File: config.mk
export PLATFORM = sky130hd
export DESIGN_NAME = systolic_ram_sequencer_flat
export DESIGN_NICKNAME = d
export VERILOG_FILES = /design/src/rtl/systolic_ram_sequencer_if.sv /design/src/rtl/systolic_ram_sequencer.sv /design/src/flat_wrapper.sv
export SDC_FILE = /design/constraint.sdc
export NUM_CORES = 1
export LEC_CHECK = 0
export BUFFER_PORTS_ARGS = -buffer_cell sky130_fd_sc_hd__buf_2
export CORE_MARGIN = 2
export CORE_UTILIZATION = 35
export CTS_BUF_LIST = sky130_fd_sc_hd__clkbuf_8
export DETAILED_ROUTE_END_ITERATION = 6
export GPL_ROUTABILITY_DRIVEN = 0
export GPL_TIMING_DRIVEN = 0
export PLACE_DENSITY = 0.6
export SLEW_MARGIN = 0
export SYNTH_ARGS = -nofsm -noshare
export SYNTH_HDL_FRONTEND = slang
export SYNTH_SLANG_ARGS = --single-unit
File: constraint.sdc
create_clock -name clk -period 2.4 [get_ports clk]
set_input_delay 0.12 -clock clk [delete_from_list [all_inputs] [get_ports clk]]
set_output_delay 0.12 -clock clk [all_outputs]
set_load 0.005 [all_outputs]
File: src/rtl/systolic_ram_sequencer_if.sv
// rtl/systolic_ram_sequencer_if.sv - control, matrix RAM port and systolic array signals of the sequencer
interface systolic_ram_sequencer_if #(
    parameter int DATA_W = 16,
    parameter int ADDR_W = 4
);
    // run control
    logic              start;
    logic              busy;
    logic              done;
    logic              err;

    // single-port matrix RAM, one-cycle registered read
    logic              ram_en;
    logic              ram_we;
    logic [ADDR_W-1:0] ram_addr;
    logic [DATA_W-1:0] ram_di;
    logic [DATA_W-1:0] ram_do;

    // 2x2 systolic array operand feed
    logic              acc_clr;
    logic              feed_valid;
    logic [DATA_W-1:0] a_row0;
    logic [DATA_W-1:0] a_row1;
    logic [DATA_W-1:0] b_col0;
    logic [DATA_W-1:0] b_col1;

    // 2x2 systolic array result
    logic              res_valid;
    logic [DATA_W-1:0] c00;
    logic [DATA_W-1:0] c01;
    logic [DATA_W-1:0] c10;
    logic [DATA_W-1:0] c11;

    // sequencer side
    modport master (
        input  start, ram_do, res_valid, c00, c01, c10, c11,
        output busy, done, err,
        output ram_en, ram_we, ram_addr, ram_di,
        output acc_clr, feed_valid, a_row0, a_row1, b_col0, b_col1
    );

    // RAM / array / host side
    modport slave (
        output start, ram_do, res_valid, c00, c01, c10, c11,
        input  busy, done, err,
        input  ram_en, ram_we, ram_addr, ram_di,
        input  acc_clr, feed_valid, a_row0, a_row1, b_col0, b_col1
    );
endinterface

File: src/rtl/systolic_ram_sequencer.sv
// rtl/systolic_ram_sequencer.sv - loads A/B from RAM, feeds the 2x2 systolic array skewed, writes C back; SEQ_TIMEOUT_EN adds a WAIT timeout
module systolic_ram_sequencer #(
    parameter int DATA_W  = 16,
    parameter int ADDR_W  = 4,
    parameter int A_BASE  = 0,
    parameter int B_BASE  = 4,
    parameter int C_BASE  = 8,
    parameter int TIMEOUT = 64
) (
    input  logic                     clk,
    input  logic                     rst,
    systolic_ram_sequencer_if.master bus
);

    localparam logic [2:0] S_IDLE  = 3'd0;
    localparam logic [2:0] S_LOAD  = 3'd1;
    localparam logic [2:0] S_CLEAR = 3'd2;
    localparam logic [2:0] S_FEED  = 3'd3;
    localparam logic [2:0] S_WAIT  = 3'd4;
    localparam logic [2:0] S_WRITE = 3'd5;
    localparam logic [2:0] S_DONE  = 3'd6;

`ifdef SEQ_TIMEOUT_EN
    localparam bit TMO_EN = 1'b1;
`else
    localparam bit TMO_EN = 1'b0;
`endif

    localparam int TMO_W = $clog2(TIMEOUT) + 1;

    // FSM position: state plus step index inside LOAD/FEED/WRITE
    logic [2:0]        r_state;
    logic [3:0]        r_step;
    logic [2:0]        w_nstate;
    logic [3:0]        w_nstep;

    // operands a[0..3] then b[0..3], in RAM issue order
    logic [DATA_W-1:0] r_op [0:7];
    logic [2:0]        w_cap_idx;

    // latched array results and their next value
    logic [DATA_W-1:0] r_c [0:3];
    logic [DATA_W-1:0] w_c [0:3];
    logic              w_res_take;

    // WAIT-state cycle counter, only consulted when the timeout is built in
    logic [TMO_W-1:0]  r_tmo;
    logic              w_timeout;

    // registered outputs and the values they take on the next edge
    logic              r_busy, r_done, r_err;
    logic              r_ram_en, r_ram_we;
    logic [ADDR_W-1:0] r_ram_addr;
    logic [DATA_W-1:0] r_ram_di;
    logic              r_acc_clr, r_feed_valid;
    logic [DATA_W-1:0] r_a_row0, r_a_row1, r_b_col0, r_b_col1;

    logic              w_busy, w_done, w_err;
    logic              w_ram_en, w_ram_we;
    logic [ADDR_W-1:0] w_ram_addr;
    logic [DATA_W-1:0] w_ram_di;
    logic              w_acc_clr, w_feed_valid;
    logic [DATA_W-1:0] w_a_row0, w_a_row1, w_b_col0, w_b_col1;

    assign w_res_take = (r_state == S_WAIT) && bus.res_valid;
    assign w_timeout  = TMO_EN && (r_state == S_WAIT) && !bus.res_valid &&
                        (r_tmo == TMO_W'(TIMEOUT - 1));
    // read issued in LOAD step k returns in step k+1
    assign w_cap_idx  = 3'(r_step - 4'd1);

    // result words as they will stand after this edge, so the first WRITE word is available immediately
    always_comb begin
        w_c[0] = w_res_take ? bus.c00 : r_c[0];
        w_c[1] = w_res_take ? bus.c01 : r_c[1];
        w_c[2] = w_res_take ? bus.c10 : r_c[2];
        w_c[3] = w_res_take ? bus.c11 : r_c[3];
    end

    // next state and step
    always_comb begin
        w_nstate = r_state;
        w_nstep  = r_step;
        case (r_state)
            S_IDLE: begin
                if (bus.start) begin
                    w_nstate = S_LOAD;
                    w_nstep  = 4'd0;
                end
            end
            S_LOAD: begin
                if (r_step == 4'd8) begin
                    w_nstate = S_CLEAR;
                    w_nstep  = 4'd0;
                end else begin
                    w_nstep = r_step + 4'd1;
                end
            end
            S_CLEAR: begin
                w_nstate = S_FEED;
                w_nstep  = 4'd0;
            end
            S_FEED: begin
                if (r_step == 4'd2) begin
                    w_nstate = S_WAIT;
                    w_nstep  = 4'd0;
                end else begin
                    w_nstep = r_step + 4'd1;
                end
            end
            S_WAIT: begin
                if (bus.res_valid) begin
                    w_nstate = S_WRITE;
                    w_nstep  = 4'd0;
                end else if (w_timeout) begin
                    w_nstate = S_DONE;
                    w_nstep  = 4'd0;
                end
            end
            S_WRITE: begin
                if (r_step == 4'd3) begin
                    w_nstate = S_DONE;
                    w_nstep  = 4'd0;
                end else begin
                    w_nstep = r_step + 4'd1;
                end
            end
            S_DONE: begin
                w_nstate = S_IDLE;
                w_nstep  = 4'd0;
            end
            default: begin
                w_nstate = S_IDLE;
                w_nstep  = 4'd0;
            end
        endcase
    end

    // output values for the cycle being entered; registering them keeps every output glitch-free
    always_comb begin
        w_busy       = 1'b0;
        w_done       = 1'b0;
        w_err        = 1'b0;
        w_ram_en     = 1'b0;
        w_ram_we     = 1'b0;
        w_ram_addr   = '0;
        w_ram_di     = '0;
        w_acc_clr    = 1'b0;
        w_feed_valid = 1'b0;
        w_a_row0     = '0;
        w_a_row1     = '0;
        w_b_col0     = '0;
        w_b_col1     = '0;
        case (w_nstate)
            S_LOAD: begin
                w_busy = 1'b1;
                if (w_nstep < 4'd8) begin
                    w_ram_en = 1'b1;
                    // low two step bits are the offset inside A (steps 0-3) or B (steps 4-7)
                    if (w_nstep[2]) begin
                        w_ram_addr = ADDR_W'(B_BASE) + ADDR_W'(w_nstep[1:0]);
                    end else begin
                        w_ram_addr = ADDR_W'(A_BASE) + ADDR_W'(w_nstep[1:0]);
                    end
                end
            end
            S_CLEAR: begin
                w_busy    = 1'b1;
                w_acc_clr = 1'b1;
            end
            S_FEED: begin
                w_busy       = 1'b1;
                w_feed_valid = 1'b1;
                // row 1 / column 1 lag row 0 / column 0 by one cycle
                case (w_nstep[1:0])
                    2'd0: begin
                        w_a_row0 = r_op[0];
                        w_b_col0 = r_op[4];
                    end
                    2'd1: begin
                        w_a_row0 = r_op[1];
                        w_a_row1 = r_op[2];
                        w_b_col0 = r_op[6];
                        w_b_col1 = r_op[5];
                    end
                    default: begin
                        w_a_row1 = r_op[3];
                        w_b_col1 = r_op[7];
                    end
                endcase
            end
            S_WAIT: begin
                w_busy = 1'b1;
            end
            S_WRITE: begin
                w_busy     = 1'b1;
                w_ram_en   = 1'b1;
                w_ram_we   = 1'b1;
                w_ram_addr = ADDR_W'(C_BASE) + ADDR_W'(w_nstep[1:0]);
                w_ram_di   = w_c[w_nstep[1:0]];
            end
            S_DONE: begin
                w_done = 1'b1;
                // DONE is reached straight from WAIT only on a timeout
                w_err  = (r_state == S_WAIT);
            end
            default: begin
                w_busy = 1'b0;
            end
        endcase
    end

    // state and registered outputs, cleared by reset
    always_ff @(posedge clk) begin
        if (rst) begin
            r_state      <= S_IDLE;
            r_step       <= 4'd0;
            r_busy       <= 1'b0;
            r_done       <= 1'b0;
            r_err        <= 1'b0;
            r_ram_en     <= 1'b0;
            r_ram_we     <= 1'b0;
            r_ram_addr   <= '0;
            r_ram_di     <= '0;
            r_acc_clr    <= 1'b0;
            r_feed_valid <= 1'b0;
            r_a_row0     <= '0;
            r_a_row1     <= '0;
            r_b_col0     <= '0;
            r_b_col1     <= '0;
        end else begin
            r_state      <= w_nstate;
            r_step       <= w_nstep;
            r_busy       <= w_busy;
            r_done       <= w_done;
            r_err        <= w_err;
            r_ram_en     <= w_ram_en;
            r_ram_we     <= w_ram_we;
            r_ram_addr   <= w_ram_addr;
            r_ram_di     <= w_ram_di;
            r_acc_clr    <= w_acc_clr;
            r_feed_valid <= w_feed_valid;
            r_a_row0     <= w_a_row0;
            r_a_row1     <= w_a_row1;
            r_b_col0     <= w_b_col0;
            r_b_col1     <= w_b_col1;
        end
    end

    // WAIT cycle counter, restarted on every entry to WAIT
    always_ff @(posedge clk) begin
        if (rst || (r_state != S_WAIT)) begin
            r_tmo <= '0;
        end else if (r_tmo != TMO_W'(TIMEOUT - 1)) begin
            r_tmo <= r_tmo + TMO_W'(1);
        end
    end

    // operand capture from the RAM read port during LOAD steps 1..8
    always_ff @(posedge clk) begin
        if ((r_state == S_LOAD) && (r_step != 4'd0)) begin
            r_op[w_cap_idx] <= bus.ram_do;
        end
    end

    // result latch; only a res_valid seen in WAIT updates it
    always_ff @(posedge clk) begin
        for (int i = 0; i < 4; i++) begin
            r_c[i] <= w_c[i];
        end
    end

    assign bus.busy       = r_busy;
    assign bus.done       = r_done;
    assign bus.err        = r_err;
    assign bus.ram_en     = r_ram_en;
    assign bus.ram_we     = r_ram_we;
    assign bus.ram_addr   = r_ram_addr;
    assign bus.ram_di     = r_ram_di;
    assign bus.acc_clr    = r_acc_clr;
    assign bus.feed_valid = r_feed_valid;
    assign bus.a_row0     = r_a_row0;
    assign bus.a_row1     = r_a_row1;
    assign bus.b_col0     = r_b_col0;
    assign bus.b_col1     = r_b_col1;

endmodule

File: src/flat_wrapper.sv
// flat-port wrapper written by rule: the top's interface ports become plain ports
module systolic_ram_sequencer_flat 
#(
    parameter int DATA_W  = 16,
    parameter int ADDR_W  = 4,
    parameter int A_BASE  = 0,
    parameter int B_BASE  = 4,
    parameter int C_BASE  = 8,
    parameter int TIMEOUT = 64
)
  (clk, rst, bus_start, bus_ram_do, bus_res_valid, bus_c00, bus_c01, bus_c10, bus_c11, bus_busy, bus_done, bus_err, bus_ram_en, bus_ram_we, bus_ram_addr, bus_ram_di, bus_acc_clr, bus_feed_valid, bus_a_row0, bus_a_row1, bus_b_col0, bus_b_col1);
  systolic_ram_sequencer_if #(.DATA_W(DATA_W), .ADDR_W(ADDR_W)) bus_i ();
  input  logic clk;
  input  logic rst;
  input wire logic [$bits(bus_i.start)-1:0] bus_start;
  input wire logic [$bits(bus_i.ram_do)-1:0] bus_ram_do;
  input wire logic [$bits(bus_i.res_valid)-1:0] bus_res_valid;
  input wire logic [$bits(bus_i.c00)-1:0] bus_c00;
  input wire logic [$bits(bus_i.c01)-1:0] bus_c01;
  input wire logic [$bits(bus_i.c10)-1:0] bus_c10;
  input wire logic [$bits(bus_i.c11)-1:0] bus_c11;
  output wire logic [$bits(bus_i.busy)-1:0] bus_busy;
  output wire logic [$bits(bus_i.done)-1:0] bus_done;
  output wire logic [$bits(bus_i.err)-1:0] bus_err;
  output wire logic [$bits(bus_i.ram_en)-1:0] bus_ram_en;
  output wire logic [$bits(bus_i.ram_we)-1:0] bus_ram_we;
  output wire logic [$bits(bus_i.ram_addr)-1:0] bus_ram_addr;
  output wire logic [$bits(bus_i.ram_di)-1:0] bus_ram_di;
  output wire logic [$bits(bus_i.acc_clr)-1:0] bus_acc_clr;
  output wire logic [$bits(bus_i.feed_valid)-1:0] bus_feed_valid;
  output wire logic [$bits(bus_i.a_row0)-1:0] bus_a_row0;
  output wire logic [$bits(bus_i.a_row1)-1:0] bus_a_row1;
  output wire logic [$bits(bus_i.b_col0)-1:0] bus_b_col0;
  output wire logic [$bits(bus_i.b_col1)-1:0] bus_b_col1;
  assign bus_i.start = bus_start;
  assign bus_i.ram_do = bus_ram_do;
  assign bus_i.res_valid = bus_res_valid;
  assign bus_i.c00 = bus_c00;
  assign bus_i.c01 = bus_c01;
  assign bus_i.c10 = bus_c10;
  assign bus_i.c11 = bus_c11;
  assign bus_busy = bus_i.busy;
  assign bus_done = bus_i.done;
  assign bus_err = bus_i.err;
  assign bus_ram_en = bus_i.ram_en;
  assign bus_ram_we = bus_i.ram_we;
  assign bus_ram_addr = bus_i.ram_addr;
  assign bus_ram_di = bus_i.ram_di;
  assign bus_acc_clr = bus_i.acc_clr;
  assign bus_feed_valid = bus_i.feed_valid;
  assign bus_a_row0 = bus_i.a_row0;
  assign bus_a_row1 = bus_i.a_row1;
  assign bus_b_col0 = bus_i.b_col0;
  assign bus_b_col1 = bus_i.b_col1;
  systolic_ram_sequencer #(.DATA_W(DATA_W), .ADDR_W(ADDR_W), .A_BASE(A_BASE), .B_BASE(B_BASE), .C_BASE(C_BASE), .TIMEOUT(TIMEOUT)) u_core (.clk(clk), .rst(rst), .bus(bus_i));
endmodule
### Word-level counts from Yosys, hierarchy flattened

Memories as Yosys holds them, arrays and structs flattened.
Cells that the tools add are included.

| word-level totals | value |
|---|---|
| output and inout bits | 91 |
| word-level logic and storage cells | 86 |
| bits in writable memories | 192 |
| memories kept | 2 |
| register bits | 98 |
| input bits | 84 |

Memories:

| memory | words | width | rd ports | clocked after memory_dff | write ports | line | text |
|---|---|---|---|---|---|---|---|
| u_core.r_op | 8 | 16 | 8 | 0 | 1 | systolic_ram_sequencer.sv:38 | `logic [DATA_W-1:0] r_op [0:7];` |
| u_core.r_c | 4 | 16 | 4 | 0 | 4 | systolic_ram_sequencer.sv:42 | `logic [DATA_W-1:0] r_c [0:3];` |

| cells by class | value |
|---|---|
| muxes and demuxes | 35 |
| reduce and logical (&&, ||, !) cells | 9 |
| eq/ne operators | 15 |
| add/subtract/negate cells | 4 |
| magnitude comparators | 2 |
| bitwise operators | 4 |

Operator list:

| kind | count |
|---|---|
| 16-bit one-hot mux with 2 select lines | 4 |
| 16-bit two-way mux | 6 |
| 16-bit binary-select mux with 2-bit select | 1 |
| 4-bit two-way mux | 7 |
| 4-bit one-hot mux with 5 select lines | 1 |
| 3-bit one-hot mux with 6 select lines | 1 |
| 3-bit equality test, second input constant | 5 |
| 3-bit two-way mux | 5 |
| 3-bit by 2-bit equality test with 1-bit output, second input constant | 4 |
| 4-bit by 2-bit equality test with 1-bit output, second input constant | 2 |
| 1-bit two-way mux | 8 |
| 4-bit one-hot mux with 2 select lines | 1 |
| 3-bit by 1-bit equality test with 1-bit output, second input constant | 2 |
| 2-bit OR reduction | 3 |
| 5-bit OR reduction | 1 |
| 3-bit by 2-bit adder with 4-bit output, first input constant | 1 |
| 4-bit by 1-bit adder with 4-bit output, second input constant | 1 |
| 4-bit by 2-bit adder with 4-bit output, first input constant | 1 |
| 4-bit equality test, second input constant | 1 |
| 4-bit < comparator, second input constant | 1 |
| 4-bit nonzero test | 1 |
| 3-bit greater-or-equal comparator, second input constant | 1 |
| 3-bit logical NOT | 1 |
| 1-bit NOT | 3 |
| other kinds (6) | 7 |

### Depth between registers and ports, before layout

| depth | value |
|---|---|
| depth in word-level cells | 7 |
| gate-level depth with buffers | 10 |
| gate-level depth less buffers | 7 |

### Worst setup path after synthesis

Ideal clock, no wire load.

| timing path | value |
|---|---|
| kind | register -> register |
| start | register u_core.r_step[0] |
| end | memory u_core.r_op[2][0], enable pin |
| setup time | 0.409 ns |
| arrival time | 2.221 ns |
| clock period less this slack | 2.630 ns |
| path buffers | 0 |
| setup slack | -0.230 ns |
| cell stages (with the launch flop) | 6 |
| cells stage by stage | dfxtp_1 > inv_1 > ha_1 > a21boi_0 > nand2_1 > nor3_1 |

| on the way | value |
|---|---|
| word-level cells in the longest chain between the ends | 4 |
| elaborated cells on any way between the ends | 5 |
| classes of those cells | 1 x add/sub; 2 x mux; 2 x reduce/logical |

Ends and longest elaborated chain:

| item | line | text |
|---|---|---|
| start: declaration | systolic_ram_sequencer.sv:33 | `logic [3:0] r_step;` |
| start signal: assignment | systolic_ram_sequencer.sv:232 | `r_step <= w_nstep;` |
| 4-bit nonzero test | systolic_ram_sequencer.sv:260 | `if ((r_state == S_LOAD) && (r_step != 4'd0)) begin` |
| 1-bit logical AND | systolic_ram_sequencer.sv:260 |  |
| 1-bit two-way mux | systolic_ram_sequencer.sv:260 |  |
| 1-bit two-way mux (implied by the code) | systolic_ram_sequencer.sv:261 | `r_op[w_cap_idx] <= bus.ram_do;` |
| end: declaration | systolic_ram_sequencer.sv:38 |  |

Parallel ways exist; a longest one is shown, timed or not.

### Worst setup path in the final report

| timing path | value |
|---|---|
| start | register u_core.r_step[1] |
| end | memory u_core.r_op[1][15], enable pin |

The elaborated chain is that of the path after synthesis.

==> flow_summary_export.csv <==
group,metric,value,unit
outcome,outcome,"finished, violations left",
outcome,violations,"setup timing",
drt,drt-pass1-iter-count,4,
cts,numCtsBuffers,47,
cts,ctsLongestPathBuffers,3,
pwr,powerDensity,762,nW/um2
place,io_buffers,174,
worst_setup_path,r2r_slack,-0.05,ns
timing,setup_ws,-0.0510,ns
timing,fin_crit,2.45,ns
synth,synth.distinct_cells,51,
floorplan,core,28500,um2
job,maxCapViolCount,0,
cts,cts_num_sinks,290,
global_routing,grt_pass1_wl,37.3,mm
worst_setup_path,worstPathRequired,2.58,ns
cts,h-tree-depth,2,
drt,route.antenna.remaining_nets,0,
floorplan,die_x,174,um
worst_hold_path,worstHoldPathType,"input pin to flop",
floorplan,die_area,30200,um2
synth,ys_seq_elements,290,
finish,fin_cells,1473,
timing,fin_skew,0.0360,ns
worst_setup_path,critPathLaunchType,"flop",
finish,num_antenna_cells,0,
place,dp_hpwl,16.0,mm
global_routing,grt.overflow.total,0,
synth,synth.avg_cell_area,13.7,um2
worst_setup_path,startpoint,"u_core.r_step[1]",
timing,hold_viol,0,
synth,syn_area,10100,um2
drt,drc,0,
floorplan,initial_utilization,0.354,
worst_hold_path,hold_end,"u_core.bus.ram_addr[2]",
drt,via_per_inst,4.54,
floorplan,row_count,62,
timing,setup_violations,41,
pwr,cellLeakagePower,5.37,nW
global_routing,grt_max_degree,17,
cts,cts_tree,"yes",
finish,final_util,0.476,
drt,vias,6688,
drt,drtIter0Drc,259,
finish,fin_area,13600,um2
global_routing,grt_pass1_vias,6705,
synth,yosysWarnings,0,
synth,async_flop_share,0,
worst_setup_path,end_kind,"flop",
cts,worstSkewPairLatency,0.59,ns
finish,drive_gt1_frac,0.385,
timing,drv_slew,0,
worst_setup_path,r2r_cells,5,
worst_hold_path,hold_depth,3,
synth,ys.flop_type,"dfxtp_1",
worst_setup_path,crit_type,"flop to flop",
floorplan,die_y,174,um
place,dpl_cell_area,11500,um2
worst_setup_path,critical_path_peak_fanout,16,
cts,cts.clk_slew.worst_paths,0.07,ns
pwr,ir_worst_vdd,0.000450,V
global_routing,antenna_found_initial,0,
synth,synth_top_cell_by_area,"edfxtp_1",
timing,rsz0062_at_grt,"yes",
timing,slew_headroom,0.332,
drt,wl_per_cell,16.9,um
synth,synth.area.top_cells,"edfxtp_1, dfxtp_1, mux2_2",
worst_setup_path,r2r_start,"u_core.r_step[1]",
synth,synth_top_area_frac,0.381,
finish,nNetsFinal,1137,
drt,wirelength,24.9,mm
worst_setup_path,cp.arrival,2.63,ns
worst_setup_path,r2r-end,"u_core.r_op[1][15]",
place,dpl_worst_slack,-0.364,ns
timing,max_freq,408,MHz
timing,tightest_slew,1.00,ns
synth,yosysSeqAreaShare,0.702,
global_routing,track_usage,0.160,
synth,synth_edf_count,128,
place,dp_cells,1299,
synth,syn_inst,737,
worst_hold_path,hold_path_startpoint,"bus_start",
synth,syn_nets,824,
cts,root_buffer,"clkbuf_8",
timing,period_share,1.02,
floorplan,io_pins,175,
finish,syn2layout_area_growth,34.5,%
==> sequential cells by signal, indices dropped and copies added (netlist names), 16 cells and up <==
| signal | flops |
|---|---|
| u_core.bus.b_col1 | 16 |
| u_core.bus.a_row0 | 16 |
| u_core.bus.b_col0 | 16 |
| u_core.bus.ram_di | 16 |
| u_core.bus.a_row1 | 16 |
| u_core.r_op | 128 |
| u_core.r_c | 64 |
==> cell families (layout without fill, tap and decap cells) <==
kind of cell,after synthesis,in the layout,share of synthesized area
simple gates,186,186,0.0849
compound gates,107,107,0.0720
fa+ha+maj,3,3,0.00372
mux,96,96,0.103
buf+inv,52,404,0.0319
other cells,1,1,0.000372
xor+xnor,2,2,0.00174
flops,290,290,0.702
==> area by class of cell <==
type	instances	area (um2)
Buffer	46	363
Clock buffer	53	729
Tap cell	384	480
Clock inverter	35	213
Sequential cell	290	7090
Multi-Input combinational cell	395	2870
Fill cell	2610	15000
Timing Repair Buffer	264	1800
Inverter	6	25.0
==> timing repair <==
| action | CTS | global route |
|---|---|---|
| gates resized for setup | 25 | 45 |
| endpoints found under the hold margin | 209 | 0 |
| hold buffers | 81 | 0 |
| buffers inserted | 1 | 4 |
| pin swaps | 0 | 5 |
| endpoints found under the setup margin | 139 | 172 |
==> worst max path at each step <==
stage	to	cells after the start
after CTS	u_core.r_op[1][3]	5
after global placement	u_core.r_op[6][13]	5
after floorplan	u_core.r_op[2][0]	5
final	u_core.r_op[1][15]	5
after global routing	u_core.r_op[1][4]	5
after detailed placement	u_core.r_op[3][4]	5
==> stage by stage <==
step                TNS (ns)  power (W)  hold WS [ns]
detailed placement    -17.66    0.00610         0.364
global placement      -83.37    0.00608         0.361
floorplan              -7.36    0.00584         0.208
global route           -6.81     0.0108        0.0969
CTS                    -3.03     0.0104        0.0760
finish                -0.924     0.0103         0.100
==> per-layer routing <==
layer / share of wire / track usage / vias up
met5: 0 / 0 / -
met4: 0.026 / 0.0578 / 0
met3: 0.053 / 0.0329 / 45
met2: 0.49 / 0.268 / 185
met1: 0.43 / 0.205 / 3196
li1: - / - / 3262
==> critical path, stage by stage (launching register included) <==
cell and delay (ns):
dfxtp_4 0.37, inv_1 0.08, ha_4 0.19, xnor2_1 0.41
nand2_1 0.20, nor2_2 0.81
==> cell usage after synthesis (7+ instances only) <==
cell and count:
mux2i_1 32, nor2_1 13, clkbuf_1 7, nand2_1 106, edfxtp_1 128, buf_2 17, a21oi_2 30, buf_6 12
nand3_1 34, mux2_2 64, dfxtp_1 162, a21oi_1 40, o22ai_1 15
==> cells in the final DEF (no fill, tap or decap), types with 5 or more instances in the layout <==
cell type / n
buf_2: 183
dfxtp_1: 160
edfxtp_1: 128
nand2_1: 105
dlygate4sd3_1: 81
mux2_2: 64
clkbuf_8: 53
a21oi_1: 38
nand3_1: 34
a21oi_2: 32
inv_1: 24
mux2i_1: 24
o22ai_1: 15
buf_6: 14
buf_4: 12
nor2_1: 9
clkbuf_4: 8
clkinv_2: 8
clkbuf_2: 5
==> power breakdown <==
group,leakage (nW),total [W],internal [W],switching [W]
Sequential,2.48,0.00532,0.00528,0.0000327
Combinational,2.34,0.000858,0.000402,0.000456
Clock,0.556,0.00417,0.00217,0.00199
Total,5.37,0.0103,0.00786,0.00248
Power figures use the tool's default switching activity.
